<file path="config.mk">
export PLATFORM = sky130hd
export DESIGN_NAME = id_stage_pipe_flat
export DESIGN_NICKNAME = d
export VERILOG_FILES = /design/src/rtl/id_stage_pipe_if.sv /design/src/rtl/id_stage_pipe.sv /design/src/flat_wrapper.sv
export SDC_FILE = /design/constraint.sdc
export NUM_CORES = 2
export LEC_CHECK = 0
export BUFFER_PORTS_ARGS = -buffer_cell sky130_fd_sc_hd__buf_2
export CAP_MARGIN = 15
export CELL_PAD_IN_SITES_DETAIL_PLACEMENT = 1
export CELL_PAD_IN_SITES_GLOBAL_PLACEMENT = 1
export CORE_ASPECT_RATIO = 0.9
export CORE_MARGIN = 1
export CORE_UTILIZATION = 40
export CTS_CLUSTER_DIAMETER = 60
export DETAILED_ROUTE_END_ITERATION = 7
export PLACE_DENSITY = 0.76
export REMOVE_ABC_BUFFERS = 1
export SYNTH_ARGS = -nofsm -noshare
export SYNTH_HDL_FRONTEND = slang
export SYNTH_SLANG_ARGS = --single-unit
</file>
<file path="constraint.sdc">
create_clock -name clk -period 2.05 [get_ports clk]
set_clock_uncertainty 0.15 [all_clocks]
set_input_delay 0.1025 -clock clk [delete_from_list [all_inputs] [get_ports clk]]
set_output_delay 0.1025 -clock clk [all_outputs]
set_load 0.1 [all_outputs]
</file>
<file path="src/rtl/id_stage_pipe_if.sv">
// Handshake and decoded-slot bundle between upstream fetch, the ID stage and EX.
// master: upstream/downstream environment side; slave: the ID stage itself.
interface id_stage_pipe_if #(
  parameter int XLEN = 32
);
  logic            in_valid;
  logic            in_ready;
  logic [XLEN-1:0] in_pc;
  logic [31:0]     in_instr;

  logic            out_valid;
  logic            out_ready;
  logic [XLEN-1:0] out_pc;
  logic [14:0]     out_ridx;
  logic [XLEN-1:0] out_rs1_data;
  logic [XLEN-1:0] out_rs2_data;
  logic [XLEN-1:0] out_imm;
  logic [11:0]     out_ctrl;

  modport master (
    output in_valid, in_pc, in_instr, out_ready,
    input  in_ready, out_valid, out_pc, out_ridx,
           out_rs1_data, out_rs2_data, out_imm, out_ctrl
  );

  modport slave (
    input  in_valid, in_pc, in_instr, out_ready,
    output in_ready, out_valid, out_pc, out_ridx,
           out_rs1_data, out_rs2_data, out_imm, out_ctrl
  );
endinterface

</file>
<file path="src/rtl/id_stage_pipe.sv">
// RV32I/E instruction decode stage: register file, combinational decode and
// register read, one-entry output slot with valid/ready handshake and
// load-use hazard stall.
// Optional macro ID_WB_BYPASS_EN: a writeback and a read of the same register
// at the same edge capture the writeback data instead of the old value.
module id_stage_pipe #(
  parameter int XLEN  = 32,
  parameter int NREGS = 32
) (
  input  logic            clk,
  input  logic            reset_n,
  input  logic            flush,
  input  logic            wb_we,
  input  logic [4:0]      wb_rd,
  input  logic [XLEN-1:0] wb_data,
  input  logic [4:0]      ex_rd,
  input  logic            ex_mem_read,
  id_stage_pipe_if.slave  bus
);

  localparam int AW = (NREGS > 1) ? $clog2(NREGS) : 1;

  typedef enum logic [6:0] {
    OPC_LOAD   = 7'b0000011,
    OPC_OPIMM  = 7'b0010011,
    OPC_AUIPC  = 7'b0010111,
    OPC_STORE  = 7'b0100011,
    OPC_OP     = 7'b0110011,
    OPC_LUI    = 7'b0110111,
    OPC_BRANCH = 7'b1100011,
    OPC_JALR   = 7'b1100111,
    OPC_JAL    = 7'b1101111
  } opcode_e;

  function automatic logic idx_ok(input logic [4:0] idx);
    return int'(idx) < NREGS;
  endfunction

  logic [XLEN-1:0] regs [NREGS];

  logic [31:0]     instr;
  logic [4:0]      rs1, rs2, rd;
  logic [2:0]      funct3;
  logic            known, rs1_used, rs2_used, rd_used, illegal;
  logic [31:0]     imm32;
  logic [3:0]      alu_op;
  logic            reg_write, mem_read, mem_write, branch, jump, alu_src_imm, wb_sel_mem;
  logic [XLEN-1:0] rs1_val, rs2_val;
  logic            hazard, ready, accept;

  logic            out_valid_q;
  logic [XLEN-1:0] out_pc_q, out_rs1_q, out_rs2_q, out_imm_q;
  logic [14:0]     out_ridx_q;
  logic [11:0]     out_ctrl_q;

  assign instr  = bus.in_instr;
  assign rs1    = instr[19:15];
  assign rs2    = instr[24:20];
  assign rd     = instr[11:7];
  assign funct3 = instr[14:12];

  // Register file write port; x0 and out-of-range indices are never written.
  always_ff @(posedge clk or negedge reset_n) begin
    if (!reset_n) begin
      for (int unsigned i = 0; i < NREGS; i++) regs[AW'(i)] <= '0;
    end else if (wb_we && wb_rd != 5'd0 && idx_ok(wb_rd)) begin
      regs[wb_rd[AW-1:0]] <= wb_data;
    end
  end

  // Operand read; x0 and out-of-range indices read as zero.
  always_comb begin
    rs1_val = '0;
    rs2_val = '0;
    if (rs1 != 5'd0 && idx_ok(rs1)) rs1_val = regs[rs1[AW-1:0]];
    if (rs2 != 5'd0 && idx_ok(rs2)) rs2_val = regs[rs2[AW-1:0]];
`ifdef ID_WB_BYPASS_EN
    if (wb_we && wb_rd != 5'd0 && wb_rd == rs1 && idx_ok(rs1)) rs1_val = wb_data;
    if (wb_we && wb_rd != 5'd0 && wb_rd == rs2 && idx_ok(rs2)) rs2_val = wb_data;
`endif
  end

  // Opcode decode: immediate format, register usage and control bits.
  always_comb begin
    known       = 1'b1;
    rs1_used    = 1'b1;
    rs2_used    = 1'b0;
    rd_used     = 1'b0;
    imm32       = '0;
    alu_op      = '0;
    reg_write   = 1'b0;
    mem_read    = 1'b0;
    mem_write   = 1'b0;
    branch      = 1'b0;
    jump        = 1'b0;
    alu_src_imm = 1'b0;
    wb_sel_mem  = 1'b0;
    case (instr[6:0])
      OPC_LUI, OPC_AUIPC: begin
        rs1_used    = 1'b0;
        rd_used     = 1'b1;
        reg_write   = 1'b1;
        alu_src_imm = 1'b1;
        imm32       = {instr[31:12], 12'b0};
      end
      OPC_JAL: begin
        rs1_used  = 1'b0;
        rd_used   = 1'b1;
        reg_write = 1'b1;
        jump      = 1'b1;
        imm32     = {{12{instr[31]}}, instr[19:12], instr[20], instr[30:21], 1'b0};
      end
      OPC_JALR: begin
        rd_used     = 1'b1;
        reg_write   = 1'b1;
        jump        = 1'b1;
        alu_src_imm = 1'b1;
        imm32       = {{20{instr[31]}}, instr[31:20]};
      end
      OPC_BRANCH: begin
        rs2_used = 1'b1;
        branch   = 1'b1;
        alu_op   = {1'b0, funct3};
        imm32    = {{20{instr[31]}}, instr[7], instr[30:25], instr[11:8], 1'b0};
      end
      OPC_LOAD: begin
        rd_used     = 1'b1;
        reg_write   = 1'b1;
        mem_read    = 1'b1;
        wb_sel_mem  = 1'b1;
        alu_src_imm = 1'b1;
        imm32       = {{20{instr[31]}}, instr[31:20]};
      end
      OPC_STORE: begin
        rs2_used    = 1'b1;
        mem_write   = 1'b1;
        alu_src_imm = 1'b1;
        imm32       = {{20{instr[31]}}, instr[31:25], instr[11:7]};
      end
      OPC_OPIMM: begin
        rd_used     = 1'b1;
        reg_write   = 1'b1;
        alu_src_imm = 1'b1;
        alu_op      = {(funct3 == 3'b101) ? instr[30] : 1'b0, funct3};
        imm32       = {{20{instr[31]}}, instr[31:20]};
      end
      OPC_OP: begin
        rs2_used  = 1'b1;
        rd_used   = 1'b1;
        reg_write = 1'b1;
        alu_op    = {instr[30], funct3};
      end
      default: known = 1'b0;
    endcase

    illegal = !known || (rs1_used && !idx_ok(rs1)) ||
              (rs2_used && !idx_ok(rs2)) || (rd_used && !idx_ok(rd));
    // Illegal slots still flow downstream but must not cause side effects.
    if (illegal) begin
      reg_write = 1'b0;
      mem_read  = 1'b0;
      mem_write = 1'b0;
      branch    = 1'b0;
      jump      = 1'b0;
    end
  end

  // Load-use stall: the loaded value is not yet available to this instruction.
  always_comb begin
    hazard = ex_mem_read && ex_rd != 5'd0 &&
             ((rs1_used && ex_rd == rs1) || (rs2_used && ex_rd == rs2));
    ready  = (!out_valid_q || bus.out_ready) && !hazard && !flush;
    accept = bus.in_valid && ready;
  end

  // Output slot: flush dominates, then accept, then drain on out_ready.
  always_ff @(posedge clk or negedge reset_n) begin
    if (!reset_n) begin
      out_valid_q <= 1'b0;
      out_pc_q    <= '0;
      out_ridx_q  <= '0;
      out_rs1_q   <= '0;
      out_rs2_q   <= '0;
      out_imm_q   <= '0;
      out_ctrl_q  <= '0;
    end else if (flush) begin
      out_valid_q <= 1'b0;
    end else if (accept) begin
      out_valid_q <= 1'b1;
      out_pc_q    <= bus.in_pc;
      out_ridx_q  <= {rs1, rs2, rd};
      out_rs1_q   <= rs1_val;
      out_rs2_q   <= rs2_val;
      out_imm_q   <= XLEN'($signed(imm32));
      out_ctrl_q  <= {illegal, alu_op, reg_write, mem_read, mem_write,
                      branch, jump, alu_src_imm, wb_sel_mem};
    end else if (bus.out_ready) begin
      out_valid_q <= 1'b0;
    end
  end

  assign bus.in_ready     = ready;
  assign bus.out_valid    = out_valid_q;
  assign bus.out_pc       = out_pc_q;
  assign bus.out_ridx     = out_ridx_q;
  assign bus.out_rs1_data = out_rs1_q;
  assign bus.out_rs2_data = out_rs2_q;
  assign bus.out_imm      = out_imm_q;
  assign bus.out_ctrl     = out_ctrl_q;

endmodule

</file>
<file path="src/flat_wrapper.sv">
// flat-port wrapper written by rule: the top's interface ports become plain ports
module id_stage_pipe_flat 
#(
  parameter int XLEN  = 32,
  parameter int NREGS = 32
)
  (clk, reset_n, flush, wb_we, wb_rd, wb_data, ex_rd, ex_mem_read, bus_in_valid, bus_in_pc, bus_in_instr, bus_out_ready, bus_in_ready, bus_out_valid, bus_out_pc, bus_out_ridx, bus_out_rs1_data, bus_out_rs2_data, bus_out_imm, bus_out_ctrl);
  id_stage_pipe_if #(.XLEN(XLEN)) bus_i ();
  input  logic clk;
  input  logic reset_n;
  input  logic flush;
  input  logic wb_we;
  input  logic [4:0] wb_rd;
  input  logic [XLEN-1:0] wb_data;
  input  logic [4:0] ex_rd;
  input  logic ex_mem_read;
  input wire logic [$bits(bus_i.in_valid)-1:0] bus_in_valid;
  input wire logic [$bits(bus_i.in_pc)-1:0] bus_in_pc;
  input wire logic [$bits(bus_i.in_instr)-1:0] bus_in_instr;
  input wire logic [$bits(bus_i.out_ready)-1:0] bus_out_ready;
  output wire logic [$bits(bus_i.in_ready)-1:0] bus_in_ready;
  output wire logic [$bits(bus_i.out_valid)-1:0] bus_out_valid;
  output wire logic [$bits(bus_i.out_pc)-1:0] bus_out_pc;
  output wire logic [$bits(bus_i.out_ridx)-1:0] bus_out_ridx;
  output wire logic [$bits(bus_i.out_rs1_data)-1:0] bus_out_rs1_data;
  output wire logic [$bits(bus_i.out_rs2_data)-1:0] bus_out_rs2_data;
  output wire logic [$bits(bus_i.out_imm)-1:0] bus_out_imm;
  output wire logic [$bits(bus_i.out_ctrl)-1:0] bus_out_ctrl;
  assign bus_i.in_valid = bus_in_valid;
  assign bus_i.in_pc = bus_in_pc;
  assign bus_i.in_instr = bus_in_instr;
  assign bus_i.out_ready = bus_out_ready;
  assign bus_in_ready = bus_i.in_ready;
  assign bus_out_valid = bus_i.out_valid;
  assign bus_out_pc = bus_i.out_pc;
  assign bus_out_ridx = bus_i.out_ridx;
  assign bus_out_rs1_data = bus_i.out_rs1_data;
  assign bus_out_rs2_data = bus_i.out_rs2_data;
  assign bus_out_imm = bus_i.out_imm;
  assign bus_out_ctrl = bus_i.out_ctrl;
  id_stage_pipe #(.XLEN(XLEN), .NREGS(NREGS)) u_core (.clk(clk), .reset_n(reset_n), .flush(flush), .wb_we(wb_we), .wb_rd(wb_rd), .wb_data(wb_data), .ex_rd(ex_rd), .ex_mem_read(ex_mem_read), .bus(bus_i));
endmodule
</file>
==> metrics.txt <==
Tmin final 2.246 ns; DR WL/cell 32.46 um; DRC violation count after routing 0; main combinational cell family by area after synthesis multiplexers; Setup WS post-layout -0.1961 ns; Peak Freq 445.2 MHz; routability cong. 0.8493; compound-cell area share of the yosys netlist roughly 4.5%; busiest grt layer met2; xor and xnor area share after synthesis 0.1438%; fill count 14524; fin cells 6955; placed cells 6480; Power Density 1000 nW/um^2; H-tree levels 4; VDD IR max 0.9403 mV; # IOs 270; EDFF count, synth 0; Worst Reg2Reg Path Length in Cells 5; commonest cells after routing, fill and taps aside 1180 x dfrtp_1, 1020 x mux2_2, 484 x mux4_2; RR Endpoint u_core.bus.out_rs2_data[10]; global route overflow 0; post-synthesis sequential area ratio approximately half; drt via density between 6 and 7; initial core utilization 40.38%; failing checks setup timing; CTS clk-pin slew, worst paths 0.07 ns; DP Area between 60000 and 70000 sq um; Clock Latency Late Sink 0.78 ns; R2R Setup Slk -0.17 ns; Slowest-stage cell, CP dlygate4sd3_1; Hold Path Cell Cnt 6; die footprint between 150000 and 200000 sq um; area of the multi-input gates 29800 sq um; mux cell area share after synthesis 39.20%; setup repair after global routing missed its margin yes; run status finished with violations; DR vias 44015; IO buf count 269; CTS tree yes; Rel. slew slack 51.04%; crit-path max cell delay 0.64 ns; FFs w/ async S/R, synth 100.0%; Max Cap Viol 0; Startpoint Class input pin; Main synth FF type dfrtp_1; Area Growth Syn to Fin 24.00%; Final Power 75.52 mW; largest net degree at the start of global routing between 90 and 100; Fin Setup TNS -5.394 ns; Top delay family on crit path buffers and inverters; WHS Endpoint u_core.bus.out_ctrl[6]; reg-to-reg startpoint u_core.regs[650]; final setup fails slightly below 60; drt pass-1 iters 7; Worst Max-Slew Pin Slew approximately 0.73 ns; worst-path cell chain buf_2 > buf_4 > buf_4 > dlygate4sd3_1 > nor2b_2 > o21ai_1 > a21oi_2 > and2_4 > buf_12 > a21oi_1 > dlygate4sd3_1 > o21ai_0; First DRT Iteration DRCs 4653; Nets 4970; Die Span Y 372.2 um; die width 413.3 um; Tot GR Track Use between 20% and 30%; met2 usage 44.76%; Final HPWL DP 134900 um; drt total wl 225800 um; critical path capture point type flop; synth unique cells 62; worst path bufs/invs 6; routing usage on met3 7.247%; first-pass GRT wire length 326600 um; clk sink count 1180; Worst EP required between 2 and 3 ns; min-delay worst type in2reg; Slew Limit Fails 0; Lkg Pwr roughly 33 nW; Core Area 150800 sq um; Crit Path Category in2reg; Post-Synth Simple-Gate Area 4.236%; DP Worst Slack -0.6868 ns; Mapped Cells between 4000 and 5000; met1 Track Usage GR approximately 38%; vias in the first global route 47402; adder-cell area share of the yosys netlist 0%; ANT nets after route 0; HP Start bus_in_instr[3]; Register Area 29530 sq um; fin crit share 109.6%; fin area about 76000 sq um; syn avg cell area 14.52 sq um; Hold Vio Cnt, Final 0; row cnt 135; Post-Synthesis Cell Area about 61000 sq um; layout cells sized above 1 53.86%; root buffer cell clkbuf_16; critical path peak fanout 11; total CTS buffers 137; initial antenna violation count 15; flops & latches, synth 1180; Synth warnings 0; clk buf depth 3; Crit path arrival time 2.79 ns; most common library cell in the layout ignoring fill and taps dfrtp_1
[per-stage QoR]
stage | utilization (%) | hold slack, ns
after detailed placement | 45.25 | -0.1026
after global routing | 50.06 | 0.03282
after global placement | 45.25 | -0.09098
final | 50.07 | 0.03084
after floorplan | - | -0.3431
after CTS | 49.66 | 0.002178
[synth_stat cells (all sizes together), types with 2 or more instances]
master / instances / area share [%]
dfrtp: 1180 / 48
nor2b: 36 / 0.37
a32o: 12 / 0.20
and2: 3 / 0.031
and3: 3 / 0.031
o21ai: 92 / 0.76
o22ai: 2 / 0.021
nand2: 254 / 1.6
or4: 4 / 0.055
xnor2: 10 / 0.14
nand2b: 4 / 0.041
a311oi: 14 / 0.30
nor2: 121 / 0.76
mux4: 484 / 18
o221ai: 14 / 0.20
buf: 185 / 1.7
and4: 16 / 0.23
nand3b: 18 / 0.22
a221oi: 48 / 0.74
a31oi: 3 / 0.031
nand3: 13 / 0.11
mux2: 1026 / 19
or3b: 2 / 0.029
nor3: 32 / 0.45
nor3b: 16 / 0.20
a22o: 5 / 0.072
a21o: 2 / 0.025
inv: 2 / 0.012
nand4b: 2 / 0.029
clkbuf: 269 / 1.7
a21oi: 61 / 0.52
nand4: 2 / 0.045
a211oi: 19 / 0.31
a221o: 42 / 0.69
mux2i: 142 / 2.3
a22oi: 49 / 0.60
[layout make-up]
cell class | instances | share of cell area, %
multi-input combinational | 2560 | 39.46
sequential | 1180 | 39.10
timing repair buffer | 976 | 12.06
clock buffer | 195 | 5.258
tap | 1986 | 3.290
clock inverter | 50 | 0.8118
antenna | 6 | 0.01988
inverter | 2 | 0.009940
[state kept, by name, summed over array words and instances (netlist names)]
| register | cells |
|---|---|
| u_core.bus.out_rs2_data | 32 |
| u_core.bus.out_pc | 32 |
| u_core.bus.out_ridx | 15 |
| u_core.bus.out_imm | 32 |
| u_core.bus.out_ctrl | 12 |
| u_core.bus.out_valid | 1 |
| u_core.regs | 1024 |
| u_core.bus.out_rs1_data | 32 |
[tightest hold or removal path, stage by stage]
cell and delay (ns):
buf_2 0.14, buf_4 0.15, nor2_1 0.05, o21ai_0 0.10
a21oi_1 0.09, mux2_4 0.25
[cell families after synthesis]
| group | after synthesis |
|---|---|
| multiplexers | 1652 |
| flip-flops | 1180 |
| AND/OR/NAND/NOR | 531 |
| buffers and inverters | 456 |
| AO/OA/AOI/OAI | 367 |
| XOR/XNOR | 10 |
[worst max path at each step]
stage / from / end / slack (ns) / depth (start not counted)
2_1_floorplan: u_core.bus.out_valid / u_core.bus.out_rs1_data[12] / -1.82 / 5
3_3_place_gp: bus_in_instr[20] / u_core.bus.out_rs1_data[19] / -0.59 / 10
3_5_place_dp: ex_rd[0] / u_core.bus.out_rs2_data[10] / -0.69 / 9
4_1_cts: u_core.bus.out_valid / bus_in_ready / -0.12 / 5
5_1_grt: bus_in_instr[4] / u_core.bus.out_imm[26] / -0.26 / 12
6_report: bus_in_instr[4] / u_core.bus.out_imm[26] / -0.20 / 12
[repair_timing]
item                                    4_1_cts  5_1_grt
endpoints found under the setup margin       61      110
setup buffers                                29       21
gates resized for setup                      38       75
gates cloned                                  0        6
hold buffers                                168        2
hold endpoints to repair                   2297        3
pin swaps                                    33       24
[power breakdown]
group | internal [mW] | switching, mW | total, mW
clock | 14.9 | 10.4 | 25.3
sequential | 27.6 | 3.56 | 31.2
combinational | 9.29 | 9.78 | 19.1
total | 51.8 | 23.7 | 75.5
[metal layers]
metal | wire length, um | share of wire (%)
met5 | 49 | 0.022
met4 | 10610 | 4.7
met3 | 20090 | 8.9
met2 | 104600 | 46
met1 | 90430 | 40
No activity file was read; power rests on OpenSTA's default activity.
